$ cat src/rtl/uart_tx_ctrl.sv
// uart_tx_ctrl -- 8N1 UART transmit controller driving an external
// LSB-first parallel-in/serial-out shift register.
//
// A byte is accepted over a valid/ready handshake and latched into
// piso_data. The controller then loads the shift register, times each bit
// with an internal baud counter, and issues one shift per data bit. It
// drives tx with a start bit, eight data bits (LSB first) and a stop bit.
//
// Ports
//   clk          in   system clock, rising edge
//   rst          in   synchronous active-high reset
//   tx_data[7:0] in   byte to send, sampled on the acceptance edge only
//   tx_valid     in   upstream has a byte
//   tx_ready     out  controller can accept (IDLE and not in reset)
//   piso_data    out  registered accepted byte -> shift register parallel in
//   piso_enb     out  shift register enable
//   piso_l_s     out  shift register mode, 1 = load / 0 = shift
//   piso_serial  in   shift register serial output (current LSB)
//   tx           out  UART line, idle high
//   tx_busy      out  frame in progress
//   tx_done      out  one-cycle pulse in the first IDLE cycle after a stop bit
module uart_tx_ctrl #(
  parameter int CLKS_PER_BIT = 434
) (
  input  logic       clk,
  input  logic       rst,
  input  logic [7:0] tx_data,
  input  logic       tx_valid,
  output logic       tx_ready,
  output logic [7:0] piso_data,
  output logic       piso_enb,
  output logic       piso_l_s,
  input  logic       piso_serial,
  output logic       tx,
  output logic       tx_busy,
  output logic       tx_done
);

  localparam int CNT_W = (CLKS_PER_BIT > 1) ? $clog2(CLKS_PER_BIT) : 1;
  localparam logic [CNT_W-1:0] CNT_LAST = CNT_W'(CLKS_PER_BIT - 1);

  typedef enum logic [1:0] {
    IDLE  = 2'd0,
    START = 2'd1,
    DATA  = 2'd2,
    STOP  = 2'd3
  } state_t;

  state_t           state, state_n;
  logic [CNT_W-1:0] baud_cnt;
  logic [2:0]       bit_idx;
  logic             tick;
  logic             accept;

  assign tick     = (baud_cnt == CNT_LAST);
  assign tx_ready = (state == IDLE) & ~rst;
  assign tx_busy  = (state != IDLE);
  assign accept   = tx_valid & tx_ready;

  // State register
  always_ff @(posedge clk) begin
    if (rst) state <= IDLE;
    else     state <= state_n;
  end

  // Next state, line level and shift-register commands. tx depends only on
  // state and piso_serial, both registered, so upstream inputs never reach
  // the line combinationally.
  always_comb begin
    state_n  = state;
    tx       = 1'b1;
    piso_enb = 1'b0;
    piso_l_s = 1'b0;
    unique case (state)
      IDLE: begin
        if (accept) state_n = START;
      end
      START: begin
        tx = 1'b0;
        // Load in the first START cycle so bit 0 is already on piso_serial
        // long before DATA begins.
        if (baud_cnt == '0) begin
          piso_enb = 1'b1;
          piso_l_s = 1'b1;
        end
        if (tick) state_n = DATA;
      end
      DATA: begin
        tx = piso_serial;
        // Shift at the end of each bit to expose the next one; the shift
        // after bit 7 is never observed.
        if (tick) begin
          piso_enb = 1'b1;
          if (bit_idx == 3'd7) state_n = STOP;
        end
      end
      STOP: begin
        if (tick) state_n = IDLE;
      end
      default: state_n = IDLE;
    endcase
  end

  // Datapath: baud counter, bit index, byte latch, done pulse
  always_ff @(posedge clk) begin
    if (rst) begin
      baud_cnt  <= '0;
      bit_idx   <= '0;
      piso_data <= 8'h00;
      tx_done   <= 1'b0;
    end else begin
      tx_done <= (state == STOP) & tick;
      if (state == IDLE) begin
        baud_cnt <= '0;
        if (accept) begin
          piso_data <= tx_data;
          bit_idx   <= '0;
        end
      end else begin
        baud_cnt <= tick ? '0 : baud_cnt + CNT_W'(1);
        if (state == DATA && tick) bit_idx <= bit_idx + 3'd1;
      end
    end
  end

endmodule

$ cat config.mk
export PLATFORM = sky130hd
export DESIGN_NAME = uart_tx_ctrl
export DESIGN_NICKNAME = d
export VERILOG_FILES = /design/src/rtl/uart_tx_ctrl.sv
export SDC_FILE = /design/constraint.sdc
export NUM_CORES = 1
export LEC_CHECK = 0
export BUFFER_PORTS_ARGS = -buffer_cell sky130_fd_sc_hd__buf_2
export CORE_AREA = 2 2 54 56
export DETAILED_ROUTE_END_ITERATION = 8
export DIE_AREA = 0 0 56 58
export MAX_ROUTING_LAYER = met4
export PLACE_DENSITY = 0.68
export SETUP_SLACK_MARGIN = 0.5
export SYNTH_ARGS = -nofsm -noshare
export SYNTH_HDL_FRONTEND = slang
export SYNTH_SLANG_ARGS = --single-unit
$ cat constraint.sdc
create_clock -name clk -period 1.8 [get_ports clk]
set_input_delay 0.09 -clock clk [delete_from_list [all_inputs] [get_ports clk]]
set_output_delay 0.09 -clock clk [all_outputs]
set_load 0.02 [all_outputs]
Yosys cells after proc, flatten, opt, wreduce, memory -nomap -nowiden. Index checks and enable logic that the tools add are counted.

Bits in registers: 23. Output and inout bits: 14. Logic and storage cells: 44. Bits of input ports: 12.

Equal/unequal tests: 10. Bitwise operators: 4. Mux-type cells: 14. Reductions and logical operators: 9. $add $sub $neg: 2.

Operator list (count): 2-bit two-way mux (5); 2-bit inequality test, second input constant (5); 9-bit by 1-bit adder with 9-bit output, second input constant (1); 9-bit == test, second input constant (1); 9-bit logical NOT (1); 3-bit two-way mux (3); 2-bit case mux with 4 select lines (1); 5-bit AND reduction (1); 2-bit == test, second input constant (2); 1-bit case mux with 2 select lines (2); 2-bit AND reduction (2); 2-bit nonzero test (2); 3-bit by 1-bit adder with 3-bit output, second input constant (1); 1-bit bitwise AND (3); 3-bit == test, second input constant (1); 1-bit two-way mux (3); 3-bit OR reduction (1); 2-bit by 1-bit == test with 1-bit output, second input constant (1); 2-bit logical NOT (1); 1-bit logical AND (1); 1-bit inverter (1).

Logic depth before layout (Yosys ltp).
Word-level depth: 5. Depth in mapped cells: 7. Depth with buffers taken out: 6.

Least setup slack after synthesis. No wires, ideal clock.

Path kind: register to register. Start: reg state[0]. End: reg state[0]. Required time: 1681 ps. Stages on the path, launching flop included: 8. Setup slack: 158 ps. Buffers on the path: 1. Arrival: 1523 ps. Setup time: 119 ps. Period minus slack after synthesis: 1642 ps. Cell sequence: dfxtp_1 inv_1 ha_1 nor2b_2 and2_1 buf_2 o21ai_1 o221a_1.

Longest elaborated chain between the ends: 5. Elaborated cells on any way between the ends: 13. Those cells by class: 8 x eq/ne; 1 x mux; 2 x bitwise; 2 x reduce/logical.

Ends and longest elaborated chain: start, declared (RTL line 49) `state_t state, state_n;`; start signal, assigned (RTL line 63) `else state <= state_n;`; 2-bit logical NOT (RTL line 56) `assign tx_ready = (state == IDLE) & ~rst;`; 1-bit bitwise AND (RTL line 56); via tx_ready (RTL line 29) `output logic tx_ready,`; 1-bit bitwise AND (RTL line 58) `assign accept = tx_valid & tx_ready;`; 2-bit inequality test (no source line); 5-bit AND reduction (no source line).

The timed path passes the listed nets, and every way through them passes these cells. A chain may end at the register's enable or synchronous reset.

Worst setup path after layout.
Start: reg baud_cnt[2]. End: out piso_enb.

Longest elaborated chain between the ends: 3. Elaborated cells on any way between the ends: 5. Those cells by class: 1 x eq/ne; 3 x mux; 1 x reduce/logical.

Ends and longest elaborated chain: start, declared (RTL line 50) `logic [CNT_W-1:0] baud_cnt;`; start signal, assigned (RTL line 120) `baud_cnt <= tick ? '0 : baud_cnt + CNT_W'(1);`; 9-bit == test / 9-bit logical NOT (equally long branches) (RTL line 55, 82); 1-bit two-way mux, on equally long branches (RTL line 92, 82); 1-bit case mux with 2 select lines (*) (RTL line 74) `unique case (state)`; end, declared (RTL line 31) `output logic piso_enb,`.

Every way passes the cells marked *; elsewhere a longest branch is shown, timed or not.

==> metrics.md <==
| Metric | Value |
|---|---|
| Die Area | 3250 µm² |
| Final WL | 3140 µm |
| I/O Pins | 26 |
| Grt ovf | 0 |
| Top achievable clock speed | 0.619 GHz |
| Vias | 1128 |
| Dpl hpwl | 1710 µm |
| IO buf count | 25 |
| Vias in the first global route | 1148 |
| FF-to-FF Start | baud_cnt[1] |
| Starting Density | 42.7% |
| Sw Pwr | 0.000837 W |
| Final setup fails | 0 |
| Leakage power total | 0.785 nW |
| GPL Wtd Cong | 0.841 |
| FF-to-FF End | baud_cnt[8] |
| Crit path cell chain | nor4b_2 -> and4_4 -> a21oi_2 -> nor2b_2 -> buf_6 |
| Nets | 207 |
| Mapped Area | 1140 µm² |
| Distinct cells, synth | 34 |
| Worst setup path category | reg2out |
| Path depth of the worst reg2reg path | 7 |
| CP max stage delay | 0.38 ns |
| CTS clk-pin slew, worst paths | 0.12 ns |
| DIE WIDTH | 56 µm |
| 1st-iter DRT viols | 35 |
| Dpl cell area | 1320 µm² |
| Synth Instances | 129 |
| Worst Skew | 0.00214 ns |
| Antenna violations before repair | 0 |
| Internal cell power | 0.00128 W |
| Most common cell after layout, fill and taps aside | nand2_1 |
| First-pass GRT wire length | 5020 µm |
| Syn Area/Cell | 8.81 µm² |
| Core Region | 2660 µm² |
| Final Cell Area | 1810 µm² |
| Logic pwr share | 57.7% |
| Post-route setup slack | 0.184 ns |
| # fillers | 197 |
| Tmin final | 1.62 ns |
| Clock network power share | 11.6% |
| Die Ht | 58 µm |
| DP Worst Slack | 0.263 ns |
| Hold Fails Final Rpt | 0 |
| Final setup TNS | 0 ns |
| CTS tree | done |
| Max-capacitance violation count | 0 |
| CTS root buf | clkbuf_4 |
| Yosys reg bits | 23 |
| Post-route ant nets | 0 |
| Peak supply drop | 0.00106 V |
| Largest net degree at the start of global routing | 14 |
| Period Utilization, post-route | 89.8% |
| Slew Limit Fails | 0 |
| Floorplan row count | 19 |
| DRC | 0 |
| Crit path max fanout | 3 |
| Flop pwr share | 30.7% |
| Most frequent cells in the layout | 22 x nand2_1, 21 x buf_2, 16 x buf_4 |
| RSZ-0062 raised after global routing | true |
| CTS sink cnt | 23 |
| Share of cells above drive strength 1 | 55.4% |
| Total track usage | 21.0% |
| Crit start category | flop |
| CTS H-tree lvls | 1 |
| Synthesis-to-layout area growth | 59.3% |
| Worst-margin pin slew | 0.474 ns |
| Crit path capture | piso_enb |
| CTS Buf Count | 3 |
| Headroom to the max-slew limit | 68.4% |
| N_diodes | 0 |
| Clk_lat worst skew | 0.32 ns |
| Drt first pass iters | 4 |
| PD cells | 1170 nW/µm² |
| Reg2Reg Setup Slack | 0.20 ns |
| CP Capture Type | primary output |
| Longest Clk Path Bufs | 2 |
| Arr. time, crit path | 1.53 ns |
| CP max stage cell | dfxtp_4 |
| Seq/Total Area, Yosys | 40.5% |
| Wirelength per Cell | 14.6 µm |
| Outcome | complete, no violations |
| Critical path required time | 1.71 ns |
| Syn. warnings | 0 |
| Syn_nets | 151 |
| Via-per-instance ratio | 5.25 |
| Worst hold path class | in2reg |
| Crit path from | baud_cnt[2] |
| Sw Ratio | 39.5% |
-- timing repair --
action                                  in CTS  in global routing
endpoints found under the setup margin      18                 27
pin swaps                                   15                 12
endpoints found under the hold margin        8                  0
buffers inserted                            17                  2
resized for setup                           37                 22
cloned                                       1                  1
hold buffers                                 8                  0
-- power by group through the flow --
stage | Sequential, W | Combinational, W | Clock [W]
after floorplan | 0.000681 | 0.000539 | 0
after global placement | 0.000641 | 0.000735 | 0
after detailed placement | 0.000647 | 0.000757 | 0
after CTS | 0.000640 | 0.00107 | 0.000257
after global routing | 0.000661 | 0.00131 | 0.000283
final | 0.000649 | 0.00122 | 0.000246
-- state kept, by name (all words and copies together), names as in the netlist --
register / count
state: 2
bit_idx: 3
piso_data: 8
tx_done: 1
baud_cnt: 9
-- critical path: cells and delay by family, from the launching register on --
family / cells / cell delay [ns]
simple gates: 3 / 0.63
compound gates: 1 / 0.06
flops: 1 / 0.38
buf+inv: 1 / 0.12
-- per-layer routing --
layer  wire (µm)  GRT usage, %  up-vias  share of wire [%]
met3         174          5.13       10                5.5
li1            -             -      546                  -
met5           0             -        -                  0
met2        1720          40.5       46                 55
met4          57          8.50        0                1.8
met1        1190          19.7      526                 38
-- how the worst min path moves through the flow --
| stage | from | cells past startpoint | to | slack [ns] |
|---|---|---|---|---|
| floorplan | rst | 1 | bit_idx[0] | 0.16 |
| global placement | tx_data[5] | 3 | piso_data[5] | 0.28 |
| detailed placement | tx_data[1] | 3 | piso_data[1] | 0.28 |
| CTS | rst | 2 | bit_idx[0] | 0.03 |
| global route | rst | 2 | bit_idx[0] | 0.009 |
| finish | rst | 2 | bit_idx[2] | 0.03 |
-- per-stage QoR --
step / hold slack (ns) / util (%) / instances / power, W
finish: 0.0338 / 68.0 / 215 / 0.00212
floorplan: 0.159 / - / 129 / 0.00122
CTS: 0.0266 / 64.0 / 212 / 0.00196
detailed placement: 0.277 / 49.5 / 182 / 0.00140
global placement: 0.277 / 49.5 / 182 / 0.00138
global route: 0.00931 / 68.0 / 215 / 0.00226
-- cell type report --
type,instances,area [µm²],share of cell area (%)
clock buffers,3,22.5,1.24
clock inverters,1,5.00,0.277
inverters,8,35.0,1.94
multi-input cells,95,810,44.7
flip-flops and latches,23,492,27.2
well taps,31,38.8,2.14
repair buffers,54,407,22.5
-- cells by family (layout without fill, tap and decap cells) --
logic type	count (synthesis)	count (layout)	synth area share (%)
AO/OA/AOI/OAI	11	11	6.72
XOR/XNOR	6	6	4.63
adder cells (fa/ha/maj)	10	10	11.0
buffers and inverters	12	66	4.73
flip-flops	23	23	40.5
multiplexers	1	1	0.881
AND/OR/NAND/NOR	66	67	31.5
-- cells in the mapped netlist, drive strengths merged --
cell type   n  area, µm²
nor2b       3       21.3
a31oi       1       6.26
inv         8       30.0
a221oi      1       15.0
nor3        2       10.0
nand3b      3       22.5
buf         3       20.0
nor2       10       57.6
dfxtp      23        460
nor4        1       6.26
o21ai       3       15.0
and2        2       15.0
and4        4       37.5
o221a       1       11.3
nor4b       1       8.76
nand2      23       86.3
nand2b      1       6.26
a21oi       5       28.8
or3         2       12.5
nand3      11       55.1
and3        3       18.8
ha         10        125
xnor2       4       35.0
xor2        2       17.5
mux2i       1       10.0
clkbuf      1       3.75
(Power assumes the default switching activity.)
